===== src/rtl/up_down_counter_param_if.sv =====
// Control and status bundle for up_down_counter_param.
// The master drives the count controls; the slave (the counter) returns count and status.
interface up_down_counter_param_if #(
  parameter int WIDTH = 8
) ();
  logic             en;
  logic             up_down;
  logic             mode_wrap;
  logic [WIDTH-1:0] step;
  logic [WIDTH-1:0] lo_lim;
  logic [WIDTH-1:0] hi_lim;
  logic             load;
  logic [WIDTH-1:0] load_val;
  logic [WIDTH-1:0] count;
  logic             at_lo;
  logic             at_hi;
  logic             sat_hit;
  logic             wrap_pulse;
  logic             lim_err;

  modport master (
    output en, up_down, mode_wrap, step, lo_lim, hi_lim, load, load_val,
    input  count, at_lo, at_hi, sat_hit, wrap_pulse, lim_err
  );

  modport slave (
    input  en, up_down, mode_wrap, step, lo_lim, hi_lim, load, load_val,
    output count, at_lo, at_hi, sat_hit, wrap_pulse, lim_err
  );
endinterface


===== src/rtl/up_down_counter_param.sv =====
// Parametrised up/down counter with programmable limits and step, synchronous load,
// and saturate or wrap behaviour at the limits, plus registered limit-event pulses.
module up_down_counter_param #(
  parameter int               WIDTH   = 8,
  parameter logic [WIDTH-1:0] RST_VAL = '0
) (
  input  logic                 clk,
  input  logic                 rst,
  up_down_counter_param_if.slave bus
);

  logic [WIDTH-1:0] count_q;
  logic             sat_q;
  logic             wrap_q;
  logic             err_q;

  logic             window_ok;
  logic             step_active;
  logic [WIDTH:0]   sum_up;
  logic [WIDTH:0]   diff_dn;
  logic             over_hi;
  logic             under_lo;
  logic             limit_hit;
  logic [WIDTH-1:0] step_count;

  // Widen by one bit so the up sum and down difference never overflow.
  assign window_ok   = bus.lo_lim <= bus.hi_lim;
  assign step_active = bus.en && (bus.step != '0) && window_ok;
  assign sum_up      = {1'b0, count_q} + {1'b0, bus.step};
  assign diff_dn     = {1'b0, count_q} - {1'b0, bus.step};
  assign over_hi     = sum_up > {1'b0, bus.hi_lim};
  assign under_lo    = (bus.step > count_q) || (diff_dn[WIDTH-1:0] < bus.lo_lim);
  assign limit_hit   = bus.up_down ? over_hi : under_lo;

  // Landing point for an enabled step: the sum/difference, or the limit on a violation.
  always_comb begin
    step_count = count_q;
    if (bus.up_down) begin
      if (!over_hi)            step_count = sum_up[WIDTH-1:0];
      else if (bus.mode_wrap)  step_count = bus.lo_lim;
      else                     step_count = bus.hi_lim;
    end else begin
      if (!under_lo)           step_count = diff_dn[WIDTH-1:0];
      else if (bus.mode_wrap)  step_count = bus.hi_lim;
      else                     step_count = bus.lo_lim;
    end
  end

  // NOTE: state registers use non-blocking assignments so every register samples
  // pre-edge values; the reset branch is synchronous, so rst alone never clears state.
  always_ff @(posedge clk) begin
    if (rst) begin
      count_q <= RST_VAL;
      sat_q   <= 1'b0;
      wrap_q  <= 1'b0;
      err_q   <= 1'b0;
    end else begin
      err_q  <= !window_ok;
      sat_q  <= 1'b0;
      wrap_q <= 1'b0;
      if (bus.load) begin
        count_q <= bus.load_val;
      end else if (step_active) begin
        count_q <= step_count;
        sat_q   <= limit_hit && !bus.mode_wrap;
        wrap_q  <= limit_hit &&  bus.mode_wrap;
      end
    end
  end

  assign bus.count      = count_q;
  assign bus.sat_hit    = sat_q;
  assign bus.wrap_pulse = wrap_q;
  assign bus.lim_err    = err_q;
  assign bus.at_lo      = count_q == bus.lo_lim;
  assign bus.at_hi      = count_q == bus.hi_lim;

endmodule


===== src/flat_wrapper.sv =====
// flat-port wrapper written by rule: the top's interface ports become plain ports
module up_down_counter_param_flat 
#(
  parameter int               WIDTH   = 8,
  parameter logic [WIDTH-1:0] RST_VAL = '0
)
  (clk, rst, bus_en, bus_up_down, bus_mode_wrap, bus_step, bus_lo_lim, bus_hi_lim, bus_load, bus_load_val, bus_count, bus_at_lo, bus_at_hi, bus_sat_hit, bus_wrap_pulse, bus_lim_err);
  up_down_counter_param_if #(.WIDTH(WIDTH)) bus_i ();
  input  logic clk;
  input  logic rst;
  input wire logic [$bits(bus_i.en)-1:0] bus_en;
  input wire logic [$bits(bus_i.up_down)-1:0] bus_up_down;
  input wire logic [$bits(bus_i.mode_wrap)-1:0] bus_mode_wrap;
  input wire logic [$bits(bus_i.step)-1:0] bus_step;
  input wire logic [$bits(bus_i.lo_lim)-1:0] bus_lo_lim;
  input wire logic [$bits(bus_i.hi_lim)-1:0] bus_hi_lim;
  input wire logic [$bits(bus_i.load)-1:0] bus_load;
  input wire logic [$bits(bus_i.load_val)-1:0] bus_load_val;
  output wire logic [$bits(bus_i.count)-1:0] bus_count;
  output wire logic [$bits(bus_i.at_lo)-1:0] bus_at_lo;
  output wire logic [$bits(bus_i.at_hi)-1:0] bus_at_hi;
  output wire logic [$bits(bus_i.sat_hit)-1:0] bus_sat_hit;
  output wire logic [$bits(bus_i.wrap_pulse)-1:0] bus_wrap_pulse;
  output wire logic [$bits(bus_i.lim_err)-1:0] bus_lim_err;
  assign bus_i.en = bus_en;
  assign bus_i.up_down = bus_up_down;
  assign bus_i.mode_wrap = bus_mode_wrap;
  assign bus_i.step = bus_step;
  assign bus_i.lo_lim = bus_lo_lim;
  assign bus_i.hi_lim = bus_hi_lim;
  assign bus_i.load = bus_load;
  assign bus_i.load_val = bus_load_val;
  assign bus_count = bus_i.count;
  assign bus_at_lo = bus_i.at_lo;
  assign bus_at_hi = bus_i.at_hi;
  assign bus_sat_hit = bus_i.sat_hit;
  assign bus_wrap_pulse = bus_i.wrap_pulse;
  assign bus_lim_err = bus_i.lim_err;
  up_down_counter_param #(.WIDTH(WIDTH), .RST_VAL(RST_VAL)) u_core (.clk(clk), .rst(rst), .bus(bus_i));
endmodule

===== config.mk =====
export PLATFORM = sky130hd
export DESIGN_NAME = up_down_counter_param_flat
export DESIGN_NICKNAME = d
export VERILOG_FILES = /design/src/rtl/up_down_counter_param_if.sv /design/src/rtl/up_down_counter_param.sv /design/src/flat_wrapper.sv
export SDC_FILE = /design/constraint.sdc
export NUM_CORES = 1
export LEC_CHECK = 0
export CORE_ASPECT_RATIO = 0.5
export CORE_MARGIN = 2
export CORE_UTILIZATION = 41
export DETAILED_ROUTE_END_ITERATION = 16
export GPL_ROUTABILITY_DRIVEN = 0
export PLACE_DENSITY = 0.67
export REMOVE_ABC_BUFFERS = 1
export SYNTH_ARGS = -nofsm -noshare
export SYNTH_HDL_FRONTEND = slang
export SYNTH_SLANG_ARGS = --single-unit

===== constraint.sdc =====
create_clock -name clk -period 4.79 [get_ports clk]
set_input_delay 1.437 -clock clk [delete_from_list [all_inputs] [get_ports clk]]
set_output_delay 1.437 -clock clk [all_outputs]
set_load 0.1 [all_outputs]

* Word level (Yosys, flattened, before mapping) *
Index checks and enable logic that the tools add are counted.

cells by class
  add/sub/neg operators = 2
  magnitude comparators = 4
  equal/unequal tests = 2
  muxes and demuxes = 8
  bitwise gates (word level) = 1
  reductions and logical operators = 10

operators by type and width
  operator           count
  $mux 8             7
  $eq 8x8->1         2
  $add 8x8->9        1
  $gt 9x8->1         1
  $gt 8x8->1         1
  $le 8x8->1         1
  $lt 8x8->1         1
  $reduce_bool 8->1  1
  $sub 8x8->8        1
  $logic_and 1x1->1  4
  $reduce_or 3->1    1
  $logic_not 1->1    2
  $reduce_bool 2->1  1
  $logic_or 1x1->1   1
  $mux 1             1
  $not 1->1          1

word-level totals
  bits in registers = 11
  bits of input ports = 38
  output and inout bits = 13
  word-level logic and storage cells = 31

* Logic depth before layout (Yosys ltp) *
  depth after elaboration = 7
  depth in mapped cells = 15

* Worst setup path after synthesis *
OpenSTA, ideal clock, no wires.

  kind = input to register
  start = in bus_step[6]
  end = reg u_core.count_q[5] (netlist: u_core.bus.count[5])
  setup time = 116 ps
  data arrival time = 4352 ps
  required time = 4674 ps
  slack = 322 ps
  stages = 13
  buffers on the path = 2
  path through = inv_1 -> ha_1 -> clkbuf_1 -> or2_2 -> a2111oi_0 -> a211oi_1 -> ha_1 -> a2111oi_4 -> o211ai_2 -> a211o_1 -> buf_6 -> mux2_4 -> o211a_1

between the ends
  word-level cells in the longest chain between the ends = 7

RTL lines
  element                 line                         source
  start: declaration      flat_wrapper.sv:14           input wire logic [$bits(bus_i.step)-1:0] bus_step;
  $sub 8x8->8             up_down_counter_param.sv:30  assign diff_dn = {1'b0, count_q} - {1'b0, bus.step};
  $lt 8x8->1              up_down_counter_param.sv:32  assign under_lo = (bus.step > count_q) || (diff_dn[WIDTH-1:0] < bus.lo_lim);
  $logic_or 1x1->1        up_down_counter_param.sv:32
  $mux 8                  up_down_counter_param.sv:43  if (!under_lo) step_count = diff_dn[WIDTH-1:0];
  $mux 8                  up_down_counter_param.sv:38  if (bus.up_down) begin
  $mux 8                  up_down_counter_param.sv:63  end else if (step_active) begin
  $mux 8                  up_down_counter_param.sv:61  if (bus.load) begin
  end signal: assignment  up_down_counter_param.sv:62  count_q <= bus.load_val;
  end signal: assignment  up_down_counter_param.sv:64  count_q <= step_count;
  end: declaration        up_down_counter_param.sv:12  logic [WIDTH-1:0] count_q;

Several ways; a longest one is shown, not always the timed one. The select of a mux whose other input is x is not followed.
A chain may end at the register's enable or synchronous reset.

* Worst setup path in the final report *
  start = in bus_step[3]
  end = reg u_core.count_q[1] (netlist: u_core.bus.count[1])

The elaborated chain is that of the path after synthesis.

==> results.md <==
- Area Growth Syn to Fin: 41.0%
- Max Cap Viol: 0
- Critical path depth: 12
- Post-synth EDFFs: 0
- Seq cells post-synth: 11
- Flop pwr share: 12.0%
- LEAKAGE: 1.52 nW
- Via count: 2,828
- Synthesized area: 2530 sq um
- Worst hold slack: 0.804 ns
- Most frequent CP cell: a211o_1
- # port buffers: 50
- Largest net degree at the start of global routing: 29
- Setup Skew: 0.00643 ns
- Final HPWL DP: 7360 um
- Worst skew pair latency: 0.24 ns
- Non-Filler Cell Area, Final: 3570 sq um
- Vias in the first global route: 2,671
- Pwr Density: 274 nW/um^2
- R2r setup slk: 1.04 ns
- Critical path's top delay family: compound AO/OA/AOI/OAI gates
- Die width: 115 um
- Fin. max-slew vios: 0
- Logic pwr share: 72.2%
- Num CTS Buffers: 3
- Routed vias/inst: 5.87
- GRT Total Usage: 25.6%
- Post-synth ARST share: 0%
- R2R Path End: u_core.bus.count[1]
- Starting Density: 42.1%
- Switching power: 443 uW
- Worst Tran Pin Value: 1.04 ns
- Sw frac: 45.3%
- Antenna fix cells: 0
- R2R depth: 15
- Commonest register cell after synthesis: dfxtp_1
- Worst setup startpoint: bus_step[3]
- RR Startpoint: u_core.bus.count[0]
- CP Max Fanout: 4
- TritonCTS clock tree: yes
- Post-CTS Hold Fix Bufs: 0
- Gr busiest metal: met2
- Final Hold Fails: 0
- Crit-path max cell delay: 0.64 ns
- Drt initial violations: 301
- Met2 GRT Util: 42.5%
- M3 GR Usage: 5.73%
- Net total in the final layout: 485
- Yosys cell types: 63
- Router iterations before antenna repair: 5
- Layout cells sized above 1: 20.2%
- Gr ovfl total: 0
- Setup CP Type: input port to flop
- Max-slew headroom: 30.4%
- Clk buf depth: 2
- Initial antenna violation count: 0
- CP max stage cell: a2111oi_0
- Seq/Total Area, Yosys: 8.70%
- Endpoint class of the critical path: flop
- Critical Path RT: 4.90 ns
- VDD IR-drop max: 0.104 mV
- Final setup vio count: 0
- DR DRC count: 0
- Syn Inst Count: 325
- Overall power: 978 uW
- Worst Path Arrival: 4.86 ns
- Clock slew at reported path FFs: 0.05 ns
- WL/cell: 18.2 um
- Startpoint Class: input port
- Total wire length: 8790 um
- Final min period: 4.75 ns
- Crit path to: u_core.bus.count[1]
- Post-Syn Area per Cell: 7.79 sq um
- Clock Sinks: 11
- First-pass GRT wire length: 13,500 um
- Internal power: 535 uW
- Worst min-delay path class: flop to flop
- Die footprint: 6860 sq um
- I/O pins: 51
- Antenna-violating nets left: 0
- Clock power frac: 15.7%
- Crit path buf inv count: 2
- Fmax: 211 MHz
- Core footprint: 6010 sq um
- Critical-path cell list: clkdlybuf4s50_1 -> inv_1 -> ha_1 -> nor2b_1 -> a211o_1 -> a211oi_4 -> ha_4 -> a2111oi_4 -> o211ai_2 -> a2111oi_0 -> a211o_1 -> a311oi_2
- Placed Area: 3350 sq um
- Die Y: 59.6 um
- Tcrit/Tclk final: 99.2%
- Status: finished clean
- Htree depth: 1
- Core Rows: 20
- Root Buffer: clkbuf_16
- Grt met1 use: 34.5%
- Ys Warns: 0
-- power groups by stage --
stage,Combinational [mW],Sequential [mW],Clock (mW)
3_5_place_dp,0.636,0.118,0
6_report,0.706,0.118,0.154
3_3_place_gp,0.621,0.118,0
5_1_grt,0.753,0.119,0.156
2_1_floorplan,0.337,0.171,0
4_1_cts,0.643,0.117,0.154
-- cell type report --
type | instances | area, sq um
fillers | 533 | 2440
multi-input cells | 271 | 2240
repair buffers | 89 | 816
flip-flops and latches | 11 | 220
inverters | 30 | 113
well taps | 77 | 96.3
clock buffers | 4 | 78.8
-- layer usage --
layer  vias up  share of wire, %
met5         -                 0
met4         0               1.4
met3        18               9.9
met2       141                44
met1      1310                44
li1       1359                 -
-- worst min path at each step --
stage | cells after the start | endpoint | startpoint | slack, ns
6_report | 3 | u_core.bus.count[6] | u_core.bus.count[6] | 0.80
5_1_grt | 3 | u_core.bus.count[6] | u_core.bus.count[6] | 0.88
4_1_cts | 3 | u_core.bus.count[6] | u_core.bus.count[6] | 0.80
3_5_place_dp | 3 | u_core.bus.count[6] | u_core.bus.count[6] | 0.79
3_3_place_gp | 3 | u_core.bus.count[6] | u_core.bus.count[6] | 0.79
2_1_floorplan | 4 | u_core.bus.count[0] | u_core.bus.count[0] | 1.16
-- flip-flops by register name (all words and copies together) (netlist names) --
register and count:
u_core.bus.count 8, u_core.bus.lim_err 1, u_core.bus.sat_hit 1, u_core.bus.wrap_pulse 1
-- kinds of logic (layout without fill, tap and decap cells) --
family / count (synthesis) / in the layout / share of synthesized area [%]
AOI/OAI and AO/OA: 98 / 98 / 29.5
and+or+nand+nor: 94 / 94 / 19.6
buffers and inverters: 43 / 123 / 7.32
adders and majority gates: 41 / 41 / 20.9
xor gates and xnor gates: 25 / 25 / 8.65
muxes: 13 / 13 / 5.39
DFF: 11 / 11 / 8.70
-- through the flow --
stage | worst slack (ns) | TNS (ns) | utilization [%] | instances
floorplan | 0.383 | 0 | - | 312
global placement | -0.215 | -1.71 | 55.8 | 476
detailed placement | -0.288 | -2.50 | 55.8 | 476
CTS | 0.00979 | 0 | 57.4 | 480
global route | -0.0655 | -0.241 | 59.4 | 482
finish | 0.0399 | 0 | 59.4 | 482
-- synth_stat cells, types with 3 or more instances --
| master | instances | area, sq um |
|---|---|---|
| xor2_1 | 4 | 35.0 |
| a21o_1 | 4 | 30.0 |
| a31oi_1 | 3 | 18.8 |
| a211oi_1 | 14 | 105 |
| o211ai_1 | 6 | 45.0 |
| or3_1 | 3 | 18.8 |
| a21oi_1 | 17 | 85.1 |
| xnor2_1 | 21 | 184 |
| nor2_1 | 22 | 82.6 |
| dfxtp_1 | 11 | 220 |
| inv_1 | 30 | 113 |
| o311ai_0 | 4 | 35.0 |
| nor3_1 | 5 | 25.0 |
| a211o_1 | 5 | 43.8 |
| nand4_1 | 7 | 43.8 |
| clkbuf_1 | 7 | 26.3 |
| ha_1 | 39 | 488 |
| nand2b_1 | 15 | 93.8 |
| o221ai_1 | 6 | 52.6 |
| mux2i_1 | 11 | 110 |
| o21ai_0 | 12 | 60.1 |
| nand2_1 | 25 | 93.8 |
-- cells in the final DEF, fill, tap and decap left out, drive strengths merged, types with 6 or more instances in the layout --
cell	netlist	final
a211oi	15	15
a21oi	18	18
buf	6	41
clkdlybuf4s50	0	47
dfxtp	11	11
ha	39	39
inv	30	30
mux2i	11	11
nand2	25	25
nand2b	16	16
nand4	7	7
nor2	22	22
o211ai	7	7
o21ai	14	14
o221ai	6	6
xnor2	21	21
-- what timing repair did --
| item | in CTS | in global routing |
|---|---|---|
| gates resized for setup | 3 | 23 |
| pin swaps | 0 | 9 |
| endpoints found under the setup margin | 8 | 10 |
| setup buffers | 0 | 2 |
-- worst register-to-register path: stages, from the launching register on --
cell and delay (ns):
dfxtp_1 0.51, inv_1 0.18, ha_2 0.22, inv_1 0.08
fa_2 0.22, a21oi_2 0.07, o2111a_1 0.26, or3_4 0.39
ha_1 0.27, and2_1 0.17, o2111ai_2 0.17, buf_4 0.17
o21a_2 0.23, o221ai_1 0.24, o211ai_1 0.20, a311oi_2 0.28
Note: power is estimated with default switching activity, not from simulation.
